$ cat src/rtl/receptor_adc.sv
// Serial receiver for a 12-bit SPI ADC with a 16-SCLK frame.
// It paces conversions from an internal timer and converts offset-binary samples to the filter's signed format.
module receptor_adc #(
    parameter int DIV             = 4,
    parameter int PERIODO_MUESTRA = 2267
) (
    input  logic        clk,
    input  logic        reset,
    input  logic        habilita,
    input  logic        sdata,
    output logic        cs_n,
    output logic        sclk,
    output logic [11:0] dato_adc,
    output logic [24:0] dato_filtro,
    output logic        listo,
    output logic        error_formato
);

    localparam int TW = $clog2(PERIODO_MUESTRA);
    localparam int CW = $clog2(DIV);

    typedef enum logic [1:0] {
        REPOSO,
        CONVIERTE,
        CIERRE
    } estado_t;

    estado_t        estado, estado_sig;
    logic [TW-1:0]  timer;
    logic [CW-1:0]  cnt_medio;
    logic [5:0]     cnt_flancos;
    logic [15:0]    shift;
    logic           inicio;
    logic           tick;
    logic           fin_trama;

    always_comb begin
        inicio     = habilita && (timer == '0);
        tick       = (cnt_medio == CW'(DIV - 1));
        fin_trama  = tick && (cnt_flancos == 6'd32);
        estado_sig = estado;
        unique case (estado)
            REPOSO:    if (inicio)    estado_sig = CONVIERTE;
            CONVIERTE: if (fin_trama) estado_sig = CIERRE;
            CIERRE:                   estado_sig = REPOSO;
            default:                  estado_sig = REPOSO;
        endcase
    end

    always_ff @(posedge clk or posedge reset) begin
        if (reset) begin
            estado <= REPOSO;
        end else begin
            estado <= estado_sig;
        end
    end

    always_ff @(posedge clk or posedge reset) begin
        if (reset) begin
            timer <= '0;
        end else if (!habilita) begin
            timer <= '0;
        end else if (timer == TW'(PERIODO_MUESTRA - 1)) begin
            timer <= '0;
        end else begin
            timer <= timer + 1'b1;
        end
    end

    // Edge index 0..31: even indices are falling SCLK edges, odd ones rising (data sampled there).
    // After edge 31 one more half period elapses, then outputs load as CIERRE begins.
    always_ff @(posedge clk or posedge reset) begin
        if (reset) begin
            cs_n          <= 1'b1;
            sclk          <= 1'b1;
            cnt_medio     <= '0;
            cnt_flancos   <= '0;
            shift         <= '0;
            dato_adc      <= 12'h800;
            dato_filtro   <= '0;
            listo         <= 1'b0;
            error_formato <= 1'b0;
        end else begin
            listo         <= 1'b0;
            error_formato <= 1'b0;
            unique case (estado)
                REPOSO: begin
                    sclk        <= 1'b1;
                    cnt_medio   <= '0;
                    cnt_flancos <= '0;
                    if (inicio) begin
                        cs_n <= 1'b0;
                    end
                end
                CONVIERTE: begin
                    if (!tick) begin
                        cnt_medio <= cnt_medio + 1'b1;
                    end else begin
                        cnt_medio <= '0;
                        if (cnt_flancos != 6'd32) begin
                            sclk        <= ~sclk;
                            cnt_flancos <= cnt_flancos + 6'd1;
                            if (cnt_flancos[0]) begin
                                shift <= {shift[14:0], sdata};
                            end
                        end else begin
                            cs_n          <= 1'b1;
                            dato_adc      <= shift[11:0];
                            dato_filtro   <= {{11{~shift[11]}}, ~shift[11], shift[10:0], 2'b00};
                            listo         <= 1'b1;
                            error_formato <= |shift[15:12];
                        end
                    end
                end
                CIERRE: begin
                    cs_n <= 1'b1;
                    sclk <= 1'b1;
                end
                default: begin
                    cs_n <= 1'b1;
                    sclk <= 1'b1;
                end
            endcase
        end
    end

endmodule
$ cat config.mk
export PLATFORM = sky130hd
export DESIGN_NAME = receptor_adc
export DESIGN_NICKNAME = d
export VERILOG_FILES = /design/src/rtl/receptor_adc.sv
export SDC_FILE = /design/constraint.sdc
export NUM_CORES = 1
export LEC_CHECK = 0
export BUFFER_PORTS_ARGS = -buffer_cell sky130_fd_sc_hd__buf_2
export CAP_MARGIN = 20
export CELL_PAD_IN_SITES_DETAIL_PLACEMENT = 0
export CELL_PAD_IN_SITES_GLOBAL_PLACEMENT = 1
export CORE_ASPECT_RATIO = 0.5
export CORE_UTILIZATION = 30
export CTS_CLUSTER_DIAMETER = 200
export DETAILED_ROUTE_END_ITERATION = 12
export PLACE_DENSITY_LB_ADDON = 0.1
export RECOVER_POWER = 25
export SETUP_SLACK_MARGIN = 0.05
export SLEW_MARGIN = 20
export SYNTH_ARGS = -nofsm -noshare
export SYNTH_HDL_FRONTEND = slang
export SYNTH_SLANG_ARGS = --single-unit
$ cat constraint.sdc
create_clock -name clk -period 3.5 [get_ports clk]
set_input_delay 0.175 -clock clk [delete_from_list [all_inputs] [get_ports clk]]
set_output_delay 0.175 -clock clk [all_outputs]
set_load 0.1 [all_outputs]
; ---- After elaboration in Yosys (flattened, before gate mapping)
; Index checks and enable logic that the tools add are counted.
[op_classes]
bitwise_logic = 3
n_mux = 23
addsub = 3
reduce_logical = 12
eq_ne = 10
[ops]
columns = cell, count
row1 = $mux 12, 2
row2 = $add 12x1->12 const B, 1
row3 = $eq 12x12->1 const B, 1
row4 = $logic_not 12->1, 1
row5 = $mux 1, 12
row6 = $mux 6, 2
row7 = $pmux 6 s2, 1
row8 = $ne 2x2->1 const B, 5
row9 = $reduce_and 3->1, 3
row10 = $pmux 2 s2, 2
row11 = $add 6x1->6 const B, 1
row12 = $eq 6x6->1 const B, 1
row13 = $mux 2, 3
row14 = $ne 6x6->1 const B, 1
row15 = $reduce_and 2->1, 2
row16 = $reduce_and 4->1, 1
row17 = $reduce_or 4->1, 1
row18 = $not 1->1, 3
row19 = $add 2x1->2 const B, 1
row20 = $eq 2x1->1 const B, 1
row21 = $eq 2x2->1 const B, 1
row22 = $logic_and 1x1->1, 2
row23 = $logic_not 2->1, 1
row24 = $pmux 1 s2, 1
row25 = $reduce_bool 2->1, 1
[word_totals]
word_cells = 62
inputBits = 4
reg_bits = 66
out_inout_bits = 41

; ---- Longest topological paths before layout
; Gate-level depths: netlist of run 1.
[depth]
word_depth = 4
ltp_mapped = 7
depth_no_buf = 5

; ---- Worst setup path before layout of run 1
; No wires, ideal clock.
[synth_path]
path_type = reg2reg
start = register cnt_flancos[0]
end = register shift[10]
stages_incl_launch_ff = 7
setup_time_ns = 0.125
path_buffers = 1
slack_ns = 1.629
arrival_ns = 1.746
path_cell_list = dfrtp_1 -> inv_1 -> ha_1 -> nor3b_4 -> a211oi_4 -> buf_4 -> mux2_2
[synth_via]
elab_chain_cells = 2
[synth_lines]
columns = item, line
row1 = "start, declared", 31  ; logic [5:0] cnt_flancos;
row2 = "start signal, assigned", 102  ; cnt_flancos <= cnt_flancos + 6'd1;
row3 = $ne 6x6->1, 100  ; if (cnt_flancos != 6'd32) begin
row4 = $reduce_and 4->1 (no line) (*), -
row5 = "end signal, assigned", 104  ; shift <= {shift[14:0], sdata};
row6 = "end, declared", 32  ; logic [15:0] shift;
; Every way passes the cells marked *; elsewhere a longest branch is shown, timed or not.
; A chain may end at the register's enable or synchronous reset.

; ---- Worst setup path in the final report of run 1
[layout_path]
start = register cnt_flancos[0]
end = register dato_adc[7]
[layout_via]
elab_chain_cells = 3
[layout_lines]
columns = item, line
row1 = $ne 6x6->1, 100
row2 = $not 1->1 (no line), -
row3 = $reduce_and 3->1 (no line), -
row4 = "end signal, assigned", 108  ; dato_adc <= shift[11:0];
row5 = "end, declared", 13  ; output logic [11:0] dato_adc,
; No other way between the ends.

==> flow_summary.json, run 1 <==
{
  "status": "complete, but fails checks",
  "failed_checks": "capacitance limit",
  "crit_required_ns": 3.68,
  "power_density_mw_per_mm2": 526,
  "combPwrFrac": 0.192,
  "dr_total_vias": 1728,
  "tns_ns": 0,
  "netlist_area_mm2": 0.00270,
  "drv_slew": 0,
  "syn_area_per_cell_um2": 12.0,
  "cts_root_buf": "clkbuf_16",
  "path_clk_slew_ns": 0.07,
  "p_switching_uw": 485,
  "placed_cell_area_mm2": 0.00284,
  "tightest_slew_ns": 1.47,
  "synth_cell_types": 48,
  "post_cts.repair.setup_buffers": 0,
  "synth_top_cell_by_area": "dfrtp_1",
  "die-area_mm2": 0.00942,
  "grt_first_pass_wirelength_um": 8600,
  "grt_usage": 0.118,
  "fin_crit_sh": 0.659,
  "synthArstFlopShare": 1.00,
  "finalCriticalPeriod_ns": 2.31,
  "rsz0062_at_grt": "no",
  "hp-class": "input pin to register",
  "drt_iter0_drc": 23,
  "synth-seq-cells": 55,
  "start_util": 0.309,
  "core_region_area_mm2": 0.00874,
  "ioPinCount": 45,
  "fin_skew_ns": 0.00658,
  "area_delta_synth_final_pct": 10.2,
  "cts_resized": 0,
  "start_kind": "register",
  "holdBufCountCts": 0,
  "ant_nets": 0,
  "drive_above_1_share": 0.372,
  "ys.flop_type": "dfrtp_1",
  "seqPwrFrac": 0.488,
  "irDropWorstVdd_uv": 211,
  "cts.htree.levels": 2,
  "routed_via_density": 4.75,
  "drtPass1Iterations": 4,
  "insertion_delay_ns": 0.29,
  "grt_pass1_vias": 1697,
  "rows": 24,
  "cts_tree": "built",
  "setup-violations-final": 0,
  "worstSetupPathType": "register to register",
  "die_y_um": 69.1,
  "drc": 0,
  "mostFrequentLayoutCells": "dfrtp_1, buf_2, mux2_2",
  "grt_start_max_net_pins": 38,
  "cts_buffer_depth": 2,
  "switching_share": 0.309,
  "place_hpwl_um": 3370,
  "p_leak_nw": 1.44,
  "cts_buffers": 5,
  "post_drt_wl_per_cell_um": 13.6,
  "synth_top_area_share": 0.481,
  "synth_warnings": 0,
  "syn_inst": 226,
  "cap_viol_max_count": 1,
  "final_cell_area_mm2": 0.00298,
  "overflow": 0,
  "ys_seq_area_frac": 0.510,
  "p_int_mw": 1.08,
  "relSlewSlack": 0.0169,
  "port_buffers": 42,
  "antenna_found_initial": 0,
  "final_common_cell": "dfrtp_1",
  "place_congestion": 0.692,
  "die_x_um": 136,
  "clock-sinks": 55,
  "holdWs_ns": 0.115,
  "num_antenna_cells": 0,
  "clockPowerShare": 0.320,
  "hold_violations": 0,
  "cp-end-kind": "register",
  "final_nets": 256,
  "wl_um": 4940,
  "synth_area_leaders": "dfrtp_1, mux2_2, buf_4",
  "cp_max_fo": 15,
  "cp.arrival_ns": 2.48,
  "fmax_ghz": 0.433,
  "p_total_mw": 1.57,
  "synth_edf_count": 0
}
## power by group through the flow
stage | sequential, mW | clock, mW | combinational, mW
2_1_floorplan | 0.806 | 0 | 0.215
3_3_place_gp | 0.777 | 0 | 0.302
3_5_place_dp | 0.775 | 0 | 0.308
4_1_cts | 0.764 | 0.528 | 0.308
5_1_grt | 0.778 | 0.552 | 0.340
6_report | 0.764 | 0.502 | 0.301
## cells by family (layout without fill, tap and decap cells)
family	after synthesis	after routing	share of synthesized area
muxes	32	32	0.132
adders and majority gates	6	6	0.0278
other	1	2	0.00139
AOI/OAI and AO/OA	32	32	0.0949
xor gates and xnor gates	3	3	0.00972
buffers and inverters	39	59	0.0972
DFF	55	55	0.510
and+or+nand+nor	58	58	0.126
## path summary, 6_finish.rpt
| kind | endpoint | depth (start not counted) | startpoint | slack [ns] |
|---|---|---|---|---|
| max | dato_adc[7] | 5 | cnt_flancos[0] | 1.19 |
| max reg2reg | dato_adc[7] | 5 | cnt_flancos[0] | 1.19 |
| min in group asynchronous | timer[0] | 2 | reset | 0.31 |
| max in group asynchronous | shift[1] | 3 | reset | 1.64 |
| min | shift[0] | 2 | sdata | 0.11 |
| min reg2reg | cnt_medio[1] | 2 | cnt_medio[1] | 0.50 |
## per-stage QoR
stage / util / worst slack, ns / std cells
final: 0.341 / 1.19 / 364
after global routing: 0.341 / 0.955 / 364
after CTS: 0.341 / 1.13 / 364
after detailed placement: 0.325 / 1.14 / 356
after global placement: 0.325 / 1.16 / 356
after floorplan: - / 1.63 / 227
## cells in the mapped netlist, drive strengths merged, types with 3 or more instances
library cell,instances
ha,6
dfstp,3
buf,29
nand3,8
or3,4
nand4,5
o211ai,3
inv,8
a21oi,7
mux2,30
nor2,9
o31ai,4
dfrtp,52
or4,5
nand2,13
o21ai,5
## state kept, by name, summed over array words and instances, names as in the netlist
signal and cells:
shift 16, dato_adc 12, timer 12, cnt_flancos 6
cnt_medio 2, estado 2, cs_n 1, dato_filtro 1
error_formato 1, listo 1, sclk 1
## metal layers
metal  vias to the layer above  GRT usage  share of wire
met5                         -          0              0
met4                         0     0.0296         0.0097
met3                         7     0.0353          0.039
li1                        824          -              -
met1                       861      0.169           0.53
met2                        36      0.171           0.42
## final cells by class
type | count | area (um^2)
Fill cell | 881 | 5760
Sequential cell | 55 | 1380
Tap cell | 117 | 146
Clock inverter | 2 | 16.3
Multi-Input combinational cell | 133 | 1060
Clock buffer | 6 | 129
Inverter | 8 | 30.0
Timing Repair Buffer | 43 | 214
## worst max-delay path, stage by stage (launching register included)
cell and delay (ns):
dfrtp_1 0.44, inv_1 0.10, ha_1 0.16, nor3b_4 0.34
and4_1 0.74, mux2_2 0.41
(Power assumes the default switching activity.)
==> run 2, diff against run 1 <==
- clock period: 3.5 -> 2.3 ns (I/O delays scaled with it)
==> run 2 against run 1 <==
Against the previous run:
- global-route usage shrank 0.37 points
- final cell count grew 2.7%
- combinational power grew 62%
- largest cell class unchanged
- the flow now finishes without violations
- count of clock-buffer cells in the layout is the same
==> flow_summary.json, run 2 (synthesis gave the netlist of run 1 again) <==
{
  "fin_skew_ns": 0.00441,
  "switching_share": 0.304,
  "grt_usage": 0.114,
  "finalNonFillerCells": 374,
  "drive_above_1_share": 0.393,
  "path_clk_slew_ns": 0.07,
  "irDropWorstVdd_uv": 276,
  "die_x_um": 136,
  "cts_resized": 0,
  "p_total_mw": 2.40,
  "worstSetupPathType": "register to register",
  "finalCriticalPeriod_ns": 1.99,
  "finalWorstSetupSlack_ns": 0.313,
  "p_switching_uw": 730,
  "met3_length_um": 222,
  "cp.arrival_ns": 2.17,
  "final_common_cell": "dfrtp_1",
  "cts_root_buf": "clkbuf_16",
  "regMostFlops": "shift",
  "grt_first_pass_wirelength_um": 8210,
  "tightest_slew_ns": 0.968,
  "tns_ns": 0,
  "overflow": 0,
  "wl_um": 5020,
  "highest_layer": "met4",
  "die_y_um": 69.1,
  "grt_start_max_net_pins": 26,
  "p_int_mw": 1.67,
  "relSlewSlack": 0.354,
  "reg2regPathDepth": 6,
  "cp_max_fo": 15,
  "routed_via_density": 4.61,
  "largest_reg_flops": 16,
  "place_hpwl_um": 3550,
  "clock-sinks": 55,
  "combPwrFrac": 0.203,
  "fmax_ghz": 0.503,
  "area_delta_synth_final_pct": 13.1,
  "num_antenna_cells": 0,
  "cts_buffer_depth": 2,
  "final_cell_area_mm2": 0.00306,
  "grt_pass1_vias": 1603,
  "seqPwrFrac": 0.480,
  "cap_viol_max_count": 0,
  "drv_slew": 0,
  "drtPass1Iterations": 4,
  "die-area_mm2": 0.00942,
  "core_region_area_mm2": 0.00874,
  "power_density_mw_per_mm2": 785,
  "cts_tree": "built",
  "p_leak_nw": 1.49,
  "hp-class": "input pin to register",
  "cp-end-kind": "register",
  "placedCellCount": 365,
  "ant_nets": 0,
  "wl_met2_um": 2220,
  "hold_depth": 2,
  "rsz0062_at_grt": "no",
  "mostFrequentLayoutCells": "dfrtp_1, buf_2, mux2_2",
  "cts.htree.levels": 2,
  "placed_cell_area_mm2": 0.00291,
  "rows": 24,
  "status": "complete, no violations",
  "place_congestion": 0.700,
  "start_kind": "register",
  "cts_buffers": 5,
  "port_buffers": 42,
  "drc": 0,
  "crit_required_ns": 2.48,
  "final_nets": 266,
  "clockPowerShare": 0.317,
  "drt_iter0_drc": 65,
  "start_util": 0.309,
  "drt-met1-wl_um": 2560,
  "ioPinCount": 45,
  "fin_crit_sh": 0.864,
  "insertion_delay_ns": 0.29,
  "post_drt_wl_per_cell_um": 13.4,
  "setup-violations-final": 0,
  "top_regs": "shift (16), dato_adc (12), timer (12)",
  "hold_violations": 0,
  "pre_cts_slack_ns": 0.313,
  "antenna_found_initial": 0,
  "dr_total_vias": 1725
}
[run 2: power by group through the flow]
stage	Sequential, mW	Clock [mW]	Combinational, mW
after floorplan	1.23	0	0.327
after global placement	1.17	0	0.489
after detailed placement	1.17	0	0.495
after CTS	1.15	0.805	0.499
after global routing	1.17	0.841	0.535
final	1.15	0.761	0.487
[run 2: final timing paths]
kind / from / endpoint / slack, ns
worst min register to register: cnt_medio[1] / cnt_medio[1] / 0.49
worst max register to register: cnt_flancos[0] / dato_adc[3] / 0.31
max in group asynchronous: reset / estado[1] / 0.50
worst min-delay path: sdata / shift[0] / 0.06
worst max-delay path: cnt_flancos[0] / dato_adc[3] / 0.31
min in group asynchronous: reset / dato_adc[8] / 0.59
[run 2: timing repair]
action,CTS,global route
buffers inserted,0,0
setup endpoints to repair,0,0
hold buffers,1,0
hold endpoints to repair,22,0
[run 2: per-stage QoR]
stage | hold slack (ns) | util
after floorplan | 0.236 | -
after global placement | 0.193 | 0.333
after detailed placement | 0.199 | 0.333
after CTS | 0.0471 | 0.350
after global routing | 0.0536 | 0.350
final | 0.0619 | 0.350
[run 2: layer usage]
layer / up-vias / global-route usage
met5: - / 0
met3: 2 / 0.0361
li1: 847 / -
met4: 0 / 0.0333
met2: 38 / 0.169
met1: 838 / 0.158
[run 2: cell type report]
class	instances	area, um^2
clock inverters	2	16.3
fillers	892	5680
inverters	8	30.0
multi-input cells	133	1060
clock buffers	6	129
well taps	117	146
flip-flops and latches	55	1380
repair buffers	53	292
[run 2: worst max-delay path, cell delays in order, from the launching register on]
cell and delay, ns:
dfrtp_1 0.43, inv_1 0.10, ha_1 0.16, nor3b_4 0.34, and4_1 0.25, buf_4 0.24, mux2_2 0.36
==> run 3, diff against run 2 <==
==> constraint.sdc (replaced) <==
create_clock -name clk -period 2.3 [get_ports clk]
set_input_delay 0.46 -clock clk [delete_from_list [all_inputs] [get_ports clk]]
set_output_delay 0.46 -clock clk [all_outputs]
set_load 0.1 [all_outputs]
==> run 3 against run 2 <==
Against the previous run:
- highest routed layer unchanged
- sequential cell count is the same
- die area is the same
- setup slack gained 0.0018 ns
- largest power group unchanged
- non-clock buffer count shrank 3
- final cell count shrank 0.80%
- clock skew grew 0.00057 ns
- register-to-register slack is essentially flat
- sequential power is essentially flat
- global-route usage grew 0.43 points
- combinational power is essentially flat
==> flow_summary.json, run 3 (synthesis gave the netlist of run 1 again) <==
{
  "area_delta_synth_final_pct": 12.4,
  "top_regs": "shift (16), dato_adc (12), timer (12)",
  "ioPinCount": 45,
  "overflow": 0,
  "path_clk_slew_ns": 0.08,
  "drc": 0,
  "post_drt_wl_per_cell_um": 13.6,
  "tightest_slew_ns": 1.40,
  "rows": 24,
  "tns_ns": 0,
  "finalCriticalPeriod_ns": 1.99,
  "irDropWorstVdd_uv": 342,
  "grt_start_max_net_pins": 56,
  "fin_skew_ns": 0.00498,
  "regMostFlops": "shift",
  "die-area_mm2": 0.00942,
  "cts_root_buf": "clkbuf_16",
  "antenna_found_initial": 0,
  "cts.htree.levels": 2,
  "fillCellCount": 887,
  "holdBufCountCts": 0,
  "power_density_mw_per_mm2": 799,
  "grt_pass1_vias": 1635,
  "r2r_start": "cnt_flancos[0]",
  "setup-violations-final": 0,
  "wl_um": 5040,
  "hold_violations": 0,
  "core_region_area_mm2": 0.00874,
  "hp-class": "input pin to register",
  "post_cts.repair.setup_buffers": 0,
  "holdWs_ns": 0.398,
  "fmax_ghz": 0.504,
  "drv_slew": 0,
  "hold_depth": 2,
  "cts_buffer_depth": 2,
  "relSlewSlack": 0.0684,
  "drt_iter0_drc": 95,
  "final_common_cell": "dfrtp_1",
  "mostFrequentLayoutCells": "dfrtp_1, buf_2, mux2_2",
  "insertion_delay_ns": 0.30,
  "cp.arrival_ns": 2.17,
  "ant_nets": 0,
  "num_antenna_cells": 0,
  "rsz0062_at_grt": "no",
  "crit_required_ns": 2.48,
  "fin_crit_sh": 0.863,
  "p_leak_nw": 1.48,
  "final_cell_area_mm2": 0.00304,
  "hold-path-endpoint": "shift[0]",
  "clock-sinks": 55,
  "start_util": 0.309,
  "grt_first_pass_wirelength_um": 8530,
  "rr_endpoint": "dato_adc[0]",
  "largest_reg_flops": 16,
  "cts_buffers": 5,
  "die_y_um": 69.1,
  "place_congestion": 0.682,
  "cts_tree": "built",
  "grt_usage": 0.118,
  "drtPass1Iterations": 4,
  "worstSetupPathType": "register to register",
  "status": "complete, no violations",
  "drive_above_1_share": 0.398,
  "port_buffers": 42,
  "placed_cell_area_mm2": 0.00290,
  "reg2regPathDepth": 6,
  "die_x_um": 136,
  "routed_via_density": 4.72,
  "cap_viol_max_count": 0,
  "final_nets": 263,
  "start_kind": "register",
  "cp-end-kind": "register",
  "hp-start": "sdata",
  "cts_resized": 0,
  "cp_max_fo": 15,
  "place_hpwl_um": 3410,
  "dr_total_vias": 1751,
  "rrSetupSlack_ns": 0.31
}
## run 3: through the flow
step | instances | setup WS [ns] | total power, mW | utilization
CTS | 371 | 0.285 | 2.48 | 0.350
global route | 371 | 0.142 | 2.58 | 0.348
finish | 371 | 0.314 | 2.43 | 0.348
global placement | 363 | 0.367 | 1.66 | 0.332
floorplan | 227 | 0.334 | 1.55 | -
detailed placement | 363 | 0.300 | 1.67 | 0.332
## run 3: cell type report
class | instances | area (um^2) | area share
inverter | 8 | 30.0 | 0.00988
multi-input combinational | 133 | 1060 | 0.350
clock inverter | 3 | 25.0 | 0.00823
clock buffer | 5 | 125 | 0.0412
timing repair buffer | 50 | 268 | 0.0881
tap | 117 | 146 | 0.0482
sequential | 55 | 1380 | 0.454
## run 3: power by group
| part | switching, mW | total (mW) | internal, mW |
|---|---|---|---|
| logic | 0.292 | 0.486 | 0.193 |
| registers | 0.0879 | 1.15 | 1.06 |
| clock network | 0.378 | 0.790 | 0.413 |
| total | 0.758 | 2.43 | 1.67 |
## run 3: critical path, cell delays in order, from the launching register on
cell and delay (ns):
dfrtp_1 0.44, inv_1 0.10, ha_1 0.16, nor3b_4 0.33, and4_1 0.23, buf_4 0.23
mux2_2 0.36
## run 3: routing by layer
| layer | track usage | share of wire | vias up |
|---|---|---|---|
| li1 | - | - | 843 |
| met3 | 0.0397 | 0.038 | 2 |
| met1 | 0.165 | 0.52 | 872 |
| met4 | 0.0333 | 0.0016 | 0 |
| met5 | 0 | 0 | - |
| met2 | 0.172 | 0.44 | 34 |
## run 3: how the worst max path moves through the flow
stage | from | to | slack (ns) | cells past startpoint
after detailed placement | cnt_flancos[0] | dato_adc[7] | 0.30 | 6
after floorplan | dato_filtro[13] | dato_filtro[14] | 0.33 | 1
after global routing | cnt_flancos[0] | dato_adc[7] | 0.14 | 6
after global placement | cnt_flancos[0] | dato_adc[4] | 0.37 | 6
final | cnt_flancos[0] | dato_adc[0] | 0.31 | 6
after CTS | cnt_flancos[0] | dato_adc[7] | 0.28 | 6
